==> config.mk <==
export PLATFORM = sky130hd
export DESIGN_NAME = addr_channel_arbiter_flat
export DESIGN_NICKNAME = d
export VERILOG_FILES = /design/src/rtl/addr_channel_arbiter_if.sv /design/src/rtl/addr_channel_arbiter.sv /design/src/flat_wrapper.sv
export SDC_FILE = /design/constraint.sdc
export NUM_CORES = 1
export LEC_CHECK = 0
export CAP_MARGIN = 25
export CORE_UTILIZATION = 47
export CTS_BUF_LIST = sky130_fd_sc_hd__clkbuf_4 sky130_fd_sc_hd__clkbuf_8
export DETAILED_ROUTE_END_ITERATION = 10
export GPL_TIMING_DRIVEN = 0
export PLACE_DENSITY = 0.89
export SLEW_MARGIN = 20
export SYNTH_ARGS = -nofsm -noshare
export SYNTH_HDL_FRONTEND = slang
export SYNTH_SLANG_ARGS = --single-unit
==> constraint.sdc <==
create_clock -name clk -period 3.65 [get_ports clk]
set_input_delay 0.73 -clock clk [delete_from_list [all_inputs] [get_ports clk]]
set_output_delay 0.73 -clock clk [all_outputs]
set_load 0.02 [all_outputs]
==> src/rtl/addr_channel_arbiter_if.sv <==
// rtl/addr_channel_arbiter_if.sv - AR/AW request, merged output and flush signals of the address channel arbiter
interface addr_channel_arbiter_if #(
    parameter int ID_W   = 32,
    parameter int ADDR_W = 32
);
    logic [ID_W-1:0]   arid_i;
    logic [ADDR_W-1:0] araddr_i;
    logic              arvalid_i;
    logic              arready_o;
    logic [ID_W-1:0]   awid_i;
    logic [ADDR_W-1:0] awaddr_i;
    logic              awvalid_i;
    logic              awready_o;
    logic              out_valid_o;
    logic              out_write_o;
    logic [ID_W-1:0]   out_id_o;
    logic [ADDR_W-1:0] out_addr_o;
    logic              out_ready_i;
    logic              flush_i;
    logic              flush_done_o;

    modport slave (
        input  arid_i, araddr_i, arvalid_i, awid_i, awaddr_i, awvalid_i, out_ready_i, flush_i,
        output arready_o, awready_o, out_valid_o, out_write_o, out_id_o, out_addr_o, flush_done_o
    );

    modport master (
        output arid_i, araddr_i, arvalid_i, awid_i, awaddr_i, awvalid_i, out_ready_i, flush_i,
        input  arready_o, awready_o, out_valid_o, out_write_o, out_id_o, out_addr_o, flush_done_o
    );
endinterface

==> src/rtl/addr_channel_arbiter.sv <==
// rtl/addr_channel_arbiter.sv - read-priority AR/AW merge with write-starvation limit and flush/drain
module addr_channel_arbiter #(
    parameter int ID_W          = 32,
    parameter int ADDR_W        = 32,
    parameter int WR_STARVE_MAX = 4
) (
    input logic                   clk,
    input logic                   rst,
    addr_channel_arbiter_if.slave bus
);
    localparam int CNT_W = $clog2(WR_STARVE_MAX + 1);
    localparam logic [CNT_W-1:0] STARVE_LIMIT = CNT_W'(WR_STARVE_MAX);

    localparam logic [1:0] ST_RUN   = 2'd0;
    localparam logic [1:0] ST_DRAIN = 2'd1;
    localparam logic [1:0] ST_DONE  = 2'd2;

    logic [1:0]        state;
    logic [CNT_W-1:0]  starve_cnt;
    logic              out_valid;
    logic              out_write;
    logic [ID_W-1:0]   out_id;
    logic [ADDR_W-1:0] out_addr;

    logic can_load;
    logic grant_rd;
    logic grant_wr;
    logic ar_acc;
    logic aw_acc;

    // rst gates the readies so nothing is accepted while reset is held
    always_comb begin
        can_load = !rst && (state == ST_RUN) && (!out_valid || bus.out_ready_i);
        grant_rd = 1'b0;
        grant_wr = 1'b0;
        if (bus.arvalid_i && bus.awvalid_i) begin
            grant_wr = (starve_cnt == STARVE_LIMIT);
            grant_rd = !grant_wr;
        end else begin
            grant_rd = bus.arvalid_i;
            grant_wr = bus.awvalid_i;
        end
        ar_acc = can_load && grant_rd;
        aw_acc = can_load && grant_wr;
    end

    always_ff @(posedge clk or posedge rst) begin
        if (rst) begin
            out_valid <= 1'b0;
            out_write <= 1'b0;
            out_id    <= '0;
            out_addr  <= '0;
        end else if (ar_acc) begin
            out_valid <= 1'b1;
            out_write <= 1'b0;
            out_id    <= bus.arid_i;
            out_addr  <= bus.araddr_i;
        end else if (aw_acc) begin
            out_valid <= 1'b1;
            out_write <= 1'b1;
            out_id    <= bus.awid_i;
            out_addr  <= bus.awaddr_i;
        end else if (bus.out_ready_i) begin
            out_valid <= 1'b0;
        end
    end

    always_ff @(posedge clk or posedge rst) begin
        if (rst) begin
            starve_cnt <= '0;
        end else if (!bus.awvalid_i || aw_acc) begin
            starve_cnt <= '0;
        end else if (ar_acc && (starve_cnt != STARVE_LIMIT)) begin
            starve_cnt <= starve_cnt + 1'b1;
        end
    end

    // Dropping flush in DRAIN returns to RUN; the buffered request drains normally
    always_ff @(posedge clk or posedge rst) begin
        if (rst) begin
            state <= ST_RUN;
        end else begin
            case (state)
                ST_RUN:   if (bus.flush_i) state <= ST_DRAIN;
                ST_DRAIN: begin
                    if (!bus.flush_i)
                        state <= ST_RUN;
                    else if (!out_valid || bus.out_ready_i)
                        state <= ST_DONE;
                end
                ST_DONE:  if (!bus.flush_i) state <= ST_RUN;
                default:  state <= ST_RUN;
            endcase
        end
    end

    assign bus.arready_o    = ar_acc;
    assign bus.awready_o    = aw_acc;
    assign bus.out_valid_o  = out_valid;
    assign bus.out_write_o  = out_write;
    assign bus.out_id_o     = out_id;
    assign bus.out_addr_o   = out_addr;
    assign bus.flush_done_o = (state == ST_DONE);
endmodule

==> src/flat_wrapper.sv <==
// flat-port wrapper written by rule: the top's interface ports become plain ports
module addr_channel_arbiter_flat 
#(
    parameter int ID_W          = 32,
    parameter int ADDR_W        = 32,
    parameter int WR_STARVE_MAX = 4
)
  (clk, rst, bus_arid_i, bus_araddr_i, bus_arvalid_i, bus_awid_i, bus_awaddr_i, bus_awvalid_i, bus_out_ready_i, bus_flush_i, bus_arready_o, bus_awready_o, bus_out_valid_o, bus_out_write_o, bus_out_id_o, bus_out_addr_o, bus_flush_done_o);
  addr_channel_arbiter_if #(.ID_W(ID_W), .ADDR_W(ADDR_W)) bus_i ();
  input logic clk;
  input logic rst;
  input wire logic [$bits(bus_i.arid_i)-1:0] bus_arid_i;
  input wire logic [$bits(bus_i.araddr_i)-1:0] bus_araddr_i;
  input wire logic [$bits(bus_i.arvalid_i)-1:0] bus_arvalid_i;
  input wire logic [$bits(bus_i.awid_i)-1:0] bus_awid_i;
  input wire logic [$bits(bus_i.awaddr_i)-1:0] bus_awaddr_i;
  input wire logic [$bits(bus_i.awvalid_i)-1:0] bus_awvalid_i;
  input wire logic [$bits(bus_i.out_ready_i)-1:0] bus_out_ready_i;
  input wire logic [$bits(bus_i.flush_i)-1:0] bus_flush_i;
  output wire logic [$bits(bus_i.arready_o)-1:0] bus_arready_o;
  output wire logic [$bits(bus_i.awready_o)-1:0] bus_awready_o;
  output wire logic [$bits(bus_i.out_valid_o)-1:0] bus_out_valid_o;
  output wire logic [$bits(bus_i.out_write_o)-1:0] bus_out_write_o;
  output wire logic [$bits(bus_i.out_id_o)-1:0] bus_out_id_o;
  output wire logic [$bits(bus_i.out_addr_o)-1:0] bus_out_addr_o;
  output wire logic [$bits(bus_i.flush_done_o)-1:0] bus_flush_done_o;
  assign bus_i.arid_i = bus_arid_i;
  assign bus_i.araddr_i = bus_araddr_i;
  assign bus_i.arvalid_i = bus_arvalid_i;
  assign bus_i.awid_i = bus_awid_i;
  assign bus_i.awaddr_i = bus_awaddr_i;
  assign bus_i.awvalid_i = bus_awvalid_i;
  assign bus_i.out_ready_i = bus_out_ready_i;
  assign bus_i.flush_i = bus_flush_i;
  assign bus_arready_o = bus_i.arready_o;
  assign bus_awready_o = bus_i.awready_o;
  assign bus_out_valid_o = bus_i.out_valid_o;
  assign bus_out_write_o = bus_i.out_write_o;
  assign bus_out_id_o = bus_i.out_id_o;
  assign bus_out_addr_o = bus_i.out_addr_o;
  assign bus_flush_done_o = bus_i.flush_done_o;
  addr_channel_arbiter #(.ID_W(ID_W), .ADDR_W(ADDR_W), .WR_STARVE_MAX(WR_STARVE_MAX)) u_core (.clk(clk), .rst(rst), .bus(bus_i));
endmodule
==> flow_summary.yaml <==
global_routing:
  antenna_found_initial: 0
  grt_pass1_wl_um: 23300
  grt_pass1_vias: 4918
  grt_max_degree: 45
  grt_overflow: 0
  grt.total_usage_pct: 29.5
sta:
  tightest_slew_ns: 0.623
  setup_viol: 0
  drv_slew: 0
  hold_viol: 0
  finalCritPeriodShare_pct: 96.8
  grt_setup_unrepaired: "false"
  whs_ns: 0.488
  relSlewSlack_pct: 58.3
  fin_crit_ns: 3.53
  fin_skew_ns: 0.0139
  fmax_mhz: 283
placement:
  placed_area_um2: 6750
  placed_cells: 810
  gp_congestion: 0.817
  hpwl_um: 11000
  io_buffers: 201
power:
  p_leak_uw: 0.00265
  vdd.ir_drop.worst_v: 0.000347
  p_total_uw: 3580
  powerDensity_nw_per_um2: 514
floorplan:
  rows: 35
  start_util_pct: 48.9
  io_pins: 203
  dieArea_um2: 10100
  fp.dieH_um: 100
  die_w_um: 100
  core_area_um2: 9280
yosys:
  synth_cells: 479
  synth.mux.area_fraction_pct: 16.7
  synth_xor_xnor_area_share_pct: 0
  synth_top_area_share_pct: 39.1
  avgSynthCellArea_um2: 9.48
  synth_area_leader_cell: "dfrtp_1"
  synth_warnings: 0
  synth_area_um2: 4540
  synth_compound_area_share_pct: 12.1
  synth_nets: 615
  synthSimpleGateAreaFrac_pct: 26.1
  seq_area_frac_synth_pct: 39.1
  yosys_register_bits: 71
  synth_top_family_by_area: "simple AND/OR/NAND/NOR gates"
  synth_adder_area_share_pct: 0.551
  synthDistinctLibCells: 32
  synth_area_leaders: "dfrtp_1 (39%), mux2_2 (13%), o211ai_1 (11%), nand2b_1 (9.1%), nand4_1 (9.1%)"
cells_and_area:
  final.fill_count: 693
  layout.cells.non_filler: 825
  utilization_pct: 75.0
  syn2layout_area_growth_pct: 53.3
  nNetsFinal: 827
  antenna_cells: 0
  drive_gt1_share_pct: 13.4
  finalInstanceArea_um2: 6960
routing:
  avgRoutedWirePerCell_um: 18.0
  drt_iter0_drc: 237
  viasPerCell: 5.78
  drc_errors: 0
  num_vias: 4767
  ant_nets: 0
  firstDrtPassIters: 4
  drt_wl_total_um: 14800
cts:
  cts_sinks: 71
  clk_latency_ns: 0.34
  numCtsBuffers: 9
  cts-hold-fix-buffers: 0
  cts_tree: "done"
  cts-root-buf: "clkbuf_8"
  htreeDepth: 3
  cts.clk_slew.worst_paths_ns: 0.07
  clock_path_buffers: 2
worst_setup_path:
  crit_arrival_ns: 2.80
  startpoint_type: "flip-flop"
  startpoint: "u_core.starve_cnt[0]"
  cp.required_ns: 2.92
  worst_setup_path_end_kind: "output pin"
  worst-path-max-fanout: 10
  critPathKind: "reg -> out"
  worst_r2r_startpoint: "u_core.starve_cnt[0]"
hold_path:
  hp-class: "reg -> reg"
  min-delay-start: "u_core.bus.out_id_o[26]"
job:
  cap_violations: 0
outcome:
  outcome: "finished clean"
[worst paths after layout]
check / endpoint / slack [ns] / cells past startpoint
setup reg to reg: u_core.bus.out_addr_o[30] / 1.39 / 7
hold reg to reg: u_core.bus.out_id_o[26] / 0.49 / 1
max in group asynchronous: u_core.bus.out_id_o[0] / 2.32 / 3
setup / recovery: bus_awready_o / 0.12 / 8
hold / removal: u_core.bus.out_id_o[26] / 0.49 / 1
min in group asynchronous: u_core.bus.out_valid_o / 0.78 / 2
[where the power goes]
group	switching, uW	internal, uW
clock network	309	372
logic	764	910
registers	160	1070
[synth_stat cells]
cell and number:
nand2_1 67, or3_4 1, a21oi_1 1, o211ai_1 64, nand4_1 66, buf_6 6, and2b_1 1, and2_1 1
mux2_2 51, clkbuf_1 36, nand2b_1 66, o22a_1 1, buf_1 5, o21ai_0 3, and3_1 2, mux2_1 3
a21boi_0 3, ha_1 2, o221ai_1 1, nor3_4 1, inv_1 3, nor3_1 1, o21a_1 1, nor2b_1 1
mux2_4 10, nor3b_1 1, or2_2 1, and4b_1 1, nand3_1 2, nor2_1 3, buf_2 3, dfrtp_1 71
[timing repair]
action | CTS | global route
setup endpoints to repair | 2 | 2
resized for setup | 1 | 2
setup buffers | 0 | 0
[worst max-delay path, stage by stage, from the launching register on]
cell,delay [ns]
dfrtp_1,0.40
inv_1,0.09
ha_1,0.24
clkbuf_1,0.45
clkbuf_2,0.33
nand2_1,0.08
nand2_1,0.12
and2_1,0.15
clkdlybuf4s50_1,0.60
[cells by family after synthesis]
| kind of cell | count (synthesis) |
|---|---|
| AOI/OAI and AO/OA | 74 |
| adders and majority gates | 2 |
| buffers and inverters | 53 |
| DFF | 71 |
| muxes | 64 |
| and+or+nand+nor | 215 |
[registers in the layout (all words and copies together) (netlist names)]
name and flops:
u_core.state 2, u_core.bus.out_valid_o 1, u_core.bus.out_write_o 1, u_core.starve_cnt 3, u_core.bus.out_id_o 32, u_core.bus.out_addr_o 32
[through the flow]
step,setup TNS [ns],setup WS (ns)
detailed placement,-0.548,-0.294
global route,0,0.0111
global placement,-14.53,-0.284
CTS,0,0.00778
floorplan,0,1.10
finish,0,0.116
[cell usage in the layout, fill, tap and decap left out, drive strengths merged, types with 2 or more instances in the layout]
cell type / instances
nand2: 67
dfrtp: 71
nand2b: 66
buf: 15
nand4: 66
ha: 2
clkdlybuf4s50: 201
o21ai: 3
mux2: 64
nand3: 2
clkinvlp: 3
and3: 2
nor2: 3
clkbuf: 47
inv: 3
a21boi: 3
o211ai: 64
nor3: 2
[final cells by class]
class / count / area [um^2] / share of cell area (%)
Inverter: 3 / 13.8 / 0.198
Multi-Input combinational cell: 355 / 2520 / 36.2
Clock inverter: 4 / 52.6 / 0.755
Buffer: 49 / 235 / 3.38
Tap cell: 129 / 161 / 2.32
Sequential cell: 71 / 1780 / 25.5
Timing Repair Buffer: 202 / 2040 / 29.3
Clock buffer: 12 / 165 / 2.37
[routing by layer]
layer  wire length [um]  global-route usage [%]  up-vias
li1                   -                       -     2172
met1               5810                    34.2     2310
met2               7380                    51.7      235
met3               1040                    5.92       50
met4                580                    15.1        0
met5                  0                       0        -
Note: power is estimated with default switching activity, not from simulation.
